==> src/rtl/snax_acc_csr_responder_if.sv <==
`default_nettype none
// ============================================================================
// Module      : snax_acc_csr_responder_if
// Description : CSR request/response bundle between the SNAX offload port
//               (master) and an accelerator CSR endpoint (slave).
// Revision    : 1.0 - initial release
// ============================================================================
interface snax_acc_csr_responder_if #(
    parameter int unsigned AddrWidth = 32,
    parameter int unsigned DataWidth = 32,
    parameter int unsigned IdWidth   = 5
) ();
    logic [AddrWidth-1:0] req_addr_i;
    logic                 req_write_i;
    logic [DataWidth-1:0] req_wdata_i;
    logic [IdWidth-1:0]   req_id_i;
    logic                 req_qvalid_i;
    logic                 req_qready_o;
    logic [DataWidth-1:0] resp_data_o;
    logic [IdWidth-1:0]   resp_id_o;
    logic                 resp_error_o;
    logic                 resp_pvalid_o;
    logic                 resp_pready_i;

    // Requester side: drives requests, consumes responses
    modport master (
        output req_addr_i, req_write_i, req_wdata_i, req_id_i, req_qvalid_i,
        output resp_pready_i,
        input  req_qready_o,
        input  resp_data_o, resp_id_o, resp_error_o, resp_pvalid_o
    );

    // Responder side: accepts requests, produces responses
    modport slave (
        input  req_addr_i, req_write_i, req_wdata_i, req_id_i, req_qvalid_i,
        input  resp_pready_i,
        output req_qready_o,
        output resp_data_o, resp_id_o, resp_error_o, resp_pvalid_o
    );
endinterface
`default_nettype wire

==> src/rtl/snax_acc_csr_responder.sv <==
`default_nettype none
// ============================================================================
// Module      : snax_acc_csr_responder
// Description : Accelerator-side CSR endpoint. Holds config registers, a
//               START launch/status register and a PERF run-length counter,
//               and answers reads through a one-entry response buffer.
// Revision    : 1.0 - initial release
// ============================================================================
module snax_acc_csr_responder #(
    parameter int unsigned NumCsrs       = 32,
    parameter int unsigned CsrAddrOffset = 0,
    parameter int unsigned AddrWidth     = 32,
    parameter int unsigned DataWidth     = 32,
    parameter int unsigned IdWidth       = 5
) (
    input  logic                              clk_i,
    input  logic                              rst_i,
    snax_acc_csr_responder_if.slave           bus,
    output logic [(NumCsrs-2)*DataWidth-1:0]  csr_reg_o,
    output logic                              acc_start_valid_o,
    input  logic                              acc_start_ready_i,
    input  logic                              acc_done_i,
    output logic                              acc_busy_o
);

    localparam int unsigned          NUM_CFG     = NumCsrs - 2;
    localparam logic [AddrWidth-1:0] ADDR_OFFSET = AddrWidth'(CsrAddrOffset);
    localparam logic [AddrWidth-1:0] NUM_SLOTS   = AddrWidth'(NumCsrs);
    localparam logic [AddrWidth-1:0] START_IDX   = AddrWidth'(NumCsrs - 2);
    localparam logic [AddrWidth-1:0] PERF_IDX    = AddrWidth'(NumCsrs - 1);

    typedef enum logic [1:0] {
        ST_IDLE   = 2'd0,
        ST_LAUNCH = 2'd1,
        ST_BUSY   = 2'd2
    } state_e;

    state_e               state_q, state_d;
    logic [DataWidth-1:0] perf_q, perf_d;
    logic [DataWidth-1:0] cfg_q [NUM_CFG];
    logic [DataWidth-1:0] cfg_d [NUM_CFG];
    logic                 resp_valid_q, resp_valid_d;
    logic [DataWidth-1:0] resp_data_q, resp_data_d;
    logic [IdWidth-1:0]   resp_id_q, resp_id_d;
    logic                 resp_err_q, resp_err_d;

    logic [AddrWidth-1:0] idx;
    logic                 in_range, is_cfg, is_start, is_perf;
    logic                 req_ready, wr_acc, rd_acc;
    logic [DataWidth-1:0] rdata;

    // Address decode relative to this instance's window
    always_comb begin
        idx      = bus.req_addr_i - ADDR_OFFSET;
        in_range = (bus.req_addr_i >= ADDR_OFFSET) && (idx < NUM_SLOTS);
        is_cfg   = in_range && (idx < START_IDX);
        is_start = in_range && (idx == START_IDX);
        is_perf  = in_range && (idx == PERF_IDX);
    end

    // Writes stall while a run is in flight; reads only need buffer space
    always_comb begin
        req_ready = bus.req_write_i ? (state_q == ST_IDLE)
                                    : (!resp_valid_q || bus.resp_pready_i);
        wr_acc    = bus.req_qvalid_i && req_ready && bus.req_write_i;
        rd_acc    = bus.req_qvalid_i && req_ready && !bus.req_write_i;
    end

    // Read data mux, sampled from the current register/state values
    always_comb begin
        rdata = '0;
        if (is_cfg) begin
            for (int k = 0; k < int'(NUM_CFG); k++) begin
                if (idx == AddrWidth'(k)) rdata = cfg_q[k];
            end
        end else if (is_start) begin
            rdata[0] = (state_q != ST_IDLE);
            rdata[1] = (state_q == ST_LAUNCH);
        end else if (is_perf) begin
            rdata = perf_q;
        end
    end

    // Config register writes; START/PERF/out-of-range writes store nothing
    always_comb begin
        for (int k = 0; k < int'(NUM_CFG); k++) begin
            cfg_d[k] = cfg_q[k];
            if (wr_acc && is_cfg && (idx == AddrWidth'(k))) cfg_d[k] = bus.req_wdata_i;
        end
    end

    // Launch FSM and PERF counter (cleared at handshake, saturating in BUSY)
    always_comb begin
        state_d = state_q;
        perf_d  = perf_q;
        case (state_q)
            ST_IDLE: begin
                if (wr_acc && is_start && bus.req_wdata_i[0]) state_d = ST_LAUNCH;
            end
            ST_LAUNCH: begin
                if (acc_start_ready_i) begin
                    state_d = ST_BUSY;
                    perf_d  = '0;
                end
            end
            ST_BUSY: begin
                if (perf_q != '1) perf_d = perf_q + 1'b1;
                if (acc_done_i) state_d = ST_IDLE;
            end
            default: state_d = ST_IDLE;
        endcase
    end

    // One-entry response buffer: drain and refill may happen in one cycle
    always_comb begin
        resp_valid_d = resp_valid_q;
        resp_data_d  = resp_data_q;
        resp_id_d    = resp_id_q;
        resp_err_d   = resp_err_q;
        if (resp_valid_q && bus.resp_pready_i) resp_valid_d = 1'b0;
        if (rd_acc) begin
            resp_valid_d = 1'b1;
            resp_data_d  = rdata;
            resp_id_d    = bus.req_id_i;
            resp_err_d   = !in_range;
        end
    end

    // State registers
    always_ff @(posedge clk_i) begin
        if (rst_i) begin
            state_q      <= ST_IDLE;
            perf_q       <= '0;
            resp_valid_q <= 1'b0;
            resp_data_q  <= '0;
            resp_id_q    <= '0;
            resp_err_q   <= 1'b0;
            for (int k = 0; k < int'(NUM_CFG); k++) cfg_q[k] <= '0;
        end else begin
            state_q      <= state_d;
            perf_q       <= perf_d;
            resp_valid_q <= resp_valid_d;
            resp_data_q  <= resp_data_d;
            resp_id_q    <= resp_id_d;
            resp_err_q   <= resp_err_d;
            for (int k = 0; k < int'(NUM_CFG); k++) cfg_q[k] <= cfg_d[k];
        end
    end

    // Flatten config registers onto the output bus
    generate
        for (genvar g = 0; g < int'(NUM_CFG); g++) begin : g_csr_out
            assign csr_reg_o[g*DataWidth +: DataWidth] = cfg_q[g];
        end
    endgenerate

    assign bus.req_qready_o  = req_ready;
    assign bus.resp_pvalid_o = resp_valid_q;
    assign bus.resp_data_o   = resp_data_q;
    assign bus.resp_id_o     = resp_id_q;
    assign bus.resp_error_o  = resp_err_q;
    assign acc_start_valid_o = (state_q == ST_LAUNCH);
    assign acc_busy_o        = (state_q != ST_IDLE);

endmodule
`default_nettype wire

==> src/flat_wrapper.sv <==
// flat-port wrapper written by rule: the top's interface ports become plain ports
module snax_acc_csr_responder_flat 
#(
    parameter int unsigned NumCsrs       = 32,
    parameter int unsigned CsrAddrOffset = 0,
    parameter int unsigned AddrWidth     = 32,
    parameter int unsigned DataWidth     = 32,
    parameter int unsigned IdWidth       = 5
)
  (clk_i, rst_i, csr_reg_o, acc_start_valid_o, acc_start_ready_i, acc_done_i, acc_busy_o, bus_req_addr_i, bus_req_write_i, bus_req_wdata_i, bus_req_id_i, bus_req_qvalid_i, bus_resp_pready_i, bus_req_qready_o, bus_resp_data_o, bus_resp_id_o, bus_resp_error_o, bus_resp_pvalid_o);
  snax_acc_csr_responder_if #(.AddrWidth(AddrWidth), .DataWidth(DataWidth), .IdWidth(IdWidth)) bus_i ();
  input  logic clk_i;
  input  logic rst_i;
  output logic [(NumCsrs-2)*DataWidth-1:0] csr_reg_o;
  output logic acc_start_valid_o;
  input  logic acc_start_ready_i;
  input  logic acc_done_i;
  output logic acc_busy_o;
  input wire logic [$bits(bus_i.req_addr_i)-1:0] bus_req_addr_i;
  input wire logic [$bits(bus_i.req_write_i)-1:0] bus_req_write_i;
  input wire logic [$bits(bus_i.req_wdata_i)-1:0] bus_req_wdata_i;
  input wire logic [$bits(bus_i.req_id_i)-1:0] bus_req_id_i;
  input wire logic [$bits(bus_i.req_qvalid_i)-1:0] bus_req_qvalid_i;
  input wire logic [$bits(bus_i.resp_pready_i)-1:0] bus_resp_pready_i;
  output wire logic [$bits(bus_i.req_qready_o)-1:0] bus_req_qready_o;
  output wire logic [$bits(bus_i.resp_data_o)-1:0] bus_resp_data_o;
  output wire logic [$bits(bus_i.resp_id_o)-1:0] bus_resp_id_o;
  output wire logic [$bits(bus_i.resp_error_o)-1:0] bus_resp_error_o;
  output wire logic [$bits(bus_i.resp_pvalid_o)-1:0] bus_resp_pvalid_o;
  assign bus_i.req_addr_i = bus_req_addr_i;
  assign bus_i.req_write_i = bus_req_write_i;
  assign bus_i.req_wdata_i = bus_req_wdata_i;
  assign bus_i.req_id_i = bus_req_id_i;
  assign bus_i.req_qvalid_i = bus_req_qvalid_i;
  assign bus_i.resp_pready_i = bus_resp_pready_i;
  assign bus_req_qready_o = bus_i.req_qready_o;
  assign bus_resp_data_o = bus_i.resp_data_o;
  assign bus_resp_id_o = bus_i.resp_id_o;
  assign bus_resp_error_o = bus_i.resp_error_o;
  assign bus_resp_pvalid_o = bus_i.resp_pvalid_o;
  snax_acc_csr_responder #(.NumCsrs(NumCsrs), .CsrAddrOffset(CsrAddrOffset), .AddrWidth(AddrWidth), .DataWidth(DataWidth), .IdWidth(IdWidth)) u_core (.clk_i(clk_i), .rst_i(rst_i), .bus(bus_i), .csr_reg_o(csr_reg_o), .acc_start_valid_o(acc_start_valid_o), .acc_start_ready_i(acc_start_ready_i), .acc_done_i(acc_done_i), .acc_busy_o(acc_busy_o));
endmodule
==> config.mk <==
export PLATFORM = sky130hd
export DESIGN_NAME = snax_acc_csr_responder_flat
export DESIGN_NICKNAME = d
export VERILOG_FILES = /design/src/rtl/snax_acc_csr_responder_if.sv /design/src/rtl/snax_acc_csr_responder.sv /design/src/flat_wrapper.sv
export SDC_FILE = /design/constraint.sdc
export NUM_CORES = 2
export LEC_CHECK = 0
export ABC_AREA = 1
export BUFFER_PORTS_ARGS = -buffer_cell sky130_fd_sc_hd__buf_2
export CELL_PAD_IN_SITES_DETAIL_PLACEMENT = 1
export CELL_PAD_IN_SITES_GLOBAL_PLACEMENT = 2
export CORE_AREA = 2 2 418 420
export CTS_BUF_LIST = sky130_fd_sc_hd__clkbuf_4 sky130_fd_sc_hd__clkbuf_8 sky130_fd_sc_hd__clkbuf_16
export DETAILED_ROUTE_END_ITERATION = 8
export DIE_AREA = 0 0 420 422
export PLACE_DENSITY = 0.83
export SLEW_MARGIN = 20
export SYNTH_ARGS = -nofsm -noshare
export SYNTH_HDL_FRONTEND = slang
export SYNTH_SLANG_ARGS = --single-unit
==> constraint.sdc <==
create_clock -name clk_i -period 2.3 [get_ports clk_i]
set_input_delay 0.23 -clock clk_i [delete_from_list [all_inputs] [get_ports clk_i]]
set_output_delay 0.23 -clock clk_i [all_outputs]
set_load 0.03 [all_outputs]
==> run metrics <==
total grt overflow=0; Worst-path clk slew=0.06 ns; peak supply drop=0.000607 V; Final Hold Viols=0; status=complete, but fails checks; combinational share of power=6.6%; switching share of power=25.5%; first-pass GRT wire length=424,000 µm; RePlAce Congestion=0.953; Longest Clk Path Bufs=3; DR iter-0 viols=5,209; reg2reg setup slack=-1.33 ns; post-synthesis cell count=5,711; Final WS setup=-1.37 ns; cell mode on critical path=nand4_1; crit-path max FO=6; Final Cycle Share=160%; Met2 Wirelength=149,000 µm; Setup TNS=-102.43 ns; clock root buffer=clkbuf_16; Syn Area/Cell=7.67 µm²; CP startpoint=bus_req_addr_i[25]; row cnt=153; max_slew headroom=36.0%; register bit total from synthesis=1,033; Cell Pwr Density=588 nW/µm²; core area=173,000 µm²; Final Setup Violations=715; H-tree levels=3; sequential fraction of the synthesis area=47.2%; CP endpoint=u_core.bus.resp_data_o[25]; Setup CP Type=primary input to flip-flop; DRC=0; synthesis-to-finish area growth=62.3%; Nets=7,808; Inserted Clock Buffers=120; Internal Power=31,200 µW; Top Layer Used=met5; R2R Path Start=u_core.cfg_q[0][25]; Sw Pwr=10,700 µW; R2R cell count=20; initial antenna violation count=17; port buffer count=1,077; Yosys cell types=43; Power Total=41,800 µW; CP endpoint kind=flip-flop; max-cap viol count=0; number of flops mapped to enable cells by yosys=0; vias=54,735; Place WS=-2.50 ns; met1 wire length=118,000 µm; Clock Power Share=50.5%; number of global-route vias before repair=53,637; CP Launch Type=primary input; Final min period=3.67 ns; pin count of the biggest net entering global routing=144; met3 routed WL=25,200 µm; clock insertion delay at the later pin of the skew report=0.81 ns; Final Util=41.1%; Main synth FF type=dfxtp_1; DP HPWL=212,000 µm; Routed WL per cell=32.1 µm; fin. max-slew vios=0; synthesized cell area=43,800 µm²; die width=420 µm; Critical Path Max Stage Delay=0.27 ns; syn_nets=5,791; leakage dissipation=0.0306 µW; Total GRT Usage=33.8%; Worst Path Arrival=4.32 ns; Synth warnings=0; Antenna Nets Post-Route=0; Die H=422 µm; violations in the final reports=negative setup slack; Crit path required time=2.95 ns; Post-synth ARST share=0%; CTS tree=built; register share of total power=43.0%; Starting Density=25.3%; worst min path class=primary input to flip-flop; WL final=326,000 µm; Die Area=177,000 µm²; Pre-antenna DRT Iters=5; CP max stage cell=nand4_1; RR Endpoint=u_core.bus.resp_data_o[25]; vias per cell=5.39; clock sinks=1,033; Worst-Margin Slew=0.959 ns; fmax=272 MHz; num ports=1,078; fraction of layout cells with a size suffix above 1=41.6%; unrepaired setup endpoints after global routing=yes; Max Clock Skew=0.0205 ns
## synthesized netlist by cell type (4+ instances only)
master | number | area share, %
nor2_8 | 20 | 0.91
buf_6 | 7 | 0.18
nand2_1 | 825 | 7.1
a21oi_1 | 184 | 2.1
nor3b_1 | 5 | 0.086
o21a_1 | 4 | 0.069
inv_2 | 11 | 0.094
dfxtp_1 | 1033 | 47
a211oi_2 | 29 | 0.83
nand4_1 | 234 | 3.3
nand2_2 | 13 | 0.19
inv_1 | 331 | 2.8
ha_1 | 4 | 0.11
buf_2 | 119 | 1.4
nand3_1 | 111 | 1.3
nor2_1 | 1357 | 12
nor3_1 | 29 | 0.33
o21ai_0 | 148 | 1.7
nor4_1 | 14 | 0.20
buf_1 | 8 | 0.069
a211oi_1 | 807 | 14
clkbuf_1 | 307 | 2.6
buf_4 | 75 | 1.3
nor2_2 | 6 | 0.086
## worst min-delay path by stage
stage,from,endpoint,slack (ns),depth (start not counted)
floorplan,bus_req_id_i[0],u_core.bus.resp_id_o[0],0.36,2
global placement,bus_req_id_i[2],u_core.bus.resp_id_o[2],0.46,3
detailed placement,u_core.bus.resp_data_o[5],u_core.bus.resp_data_o[5],0.45,2
CTS,bus_req_wdata_i[30],u_core.cfg_q[0][894],0.003,3
global route,bus_req_wdata_i[31],u_core.cfg_q[0][895],0.04,3
finish,bus_req_wdata_i[31],u_core.cfg_q[0][895],0.06,3
## through the flow
stage,hold WS (ns),area (µm²),cells
2_1_floorplan,0.365,43900,5711
3_3_place_gp,0.455,58800,9596
3_5_place_dp,0.455,58800,9596
4_1_cts,0.00311,68300,10073
5_1_grt,0.0416,71100,10153
6_report,0.0563,71100,10158
## power by group through the flow
| stage | Combinational [µW] | Clock (µW) | Sequential, µW |
|---|---|---|---|
| after detailed placement | 2180 | 0 | 18300 |
| after floorplan | 867 | 0 | 18400 |
| after global routing | 2800 | 21900 | 18000 |
| after global placement | 2150 | 0 | 18300 |
| after CTS | 2400 | 21200 | 18000 |
| final | 2750 | 21100 | 18000 |
## metal layers
| layer | up-vias | global-route usage (%) |
|---|---|---|
| met1 | 27095 | 38.4 |
| met4 | 10 | 28.0 |
| li1 | 23424 | - |
| met2 | 3127 | 55.3 |
| met3 | 1079 | 5.74 |
| met5 | - | 0 |
## state kept, by name, indices dropped and copies added, names as in the netlist
name / count
u_core.bus.resp_data_o: 32
u_core.bus.resp_id_o: 5
u_core.bus.resp_error_o: 1
u_core.state_q: 2
u_core.bus.resp_pvalid_o: 1
u_core.perf_q: 32
u_core.cfg_q: 960
## worst max-delay path: cells and delay by family
kind | cells | cell delay, ns
buffers and inverters | 11 | 1.31
AO/OA/AOI/OAI | 1 | 0.07
AND/OR/NAND/NOR | 19 | 2.69
## cell families after synthesis
group	count (synthesis)	share of synthesized area (%)
fa+ha+maj	4	0.114
compound gates	1182	18.7
simple gates	2631	25.5
xor+xnor	1	0.0200
flops	1033	47.2
buf+inv	860	8.47
## timing repair
item	CTS	global route
gates cloned	65	34
pin swaps	266	345
buffers inserted	164	68
hold endpoints to repair	99	0
endpoints found under the setup margin	1016	721
resized for setup	480	464
hold buffers	34	0
## final cells by class
cell class / instances / area [µm²]
multi-input combinational: 3854 / 22500
antenna: 6 / 15.0
clock buffer: 184 / 3730
sequential: 1033 / 20800
tap: 2325 / 2910
inverter: 344 / 1320
timing repair buffer: 2375 / 19400
fill: 20468 / 102000
clock inverter: 37 / 524
## cell usage in the layout (no fill, tap or decap), types with 15 or more instances in the layout
cell type	count
nor2_1	1161
buf_2	1059
dfxtp_1	976
buf_4	886
nand2_1	795
a211oi_1	692
inv_1	287
nand4_1	234
buf_12	203
a21oi_1	171
nor2_4	152
clkbuf_16	146
a211oi_2	143
o21ai_0	127
buf_6	121
nor2_2	88
nand3_2	52
dfxtp_2	48
inv_2	45
nand3_1	41
clkbuf_8	37
nand2_2	36
dlygate4sd3_1	34
clkbuf_4	27
buf_16	24
nor3_1	22
nand3_4	21
buf_8	21
nor2_8	20
clkinv_2	15
Note: power is estimated with default switching activity, not from simulation.
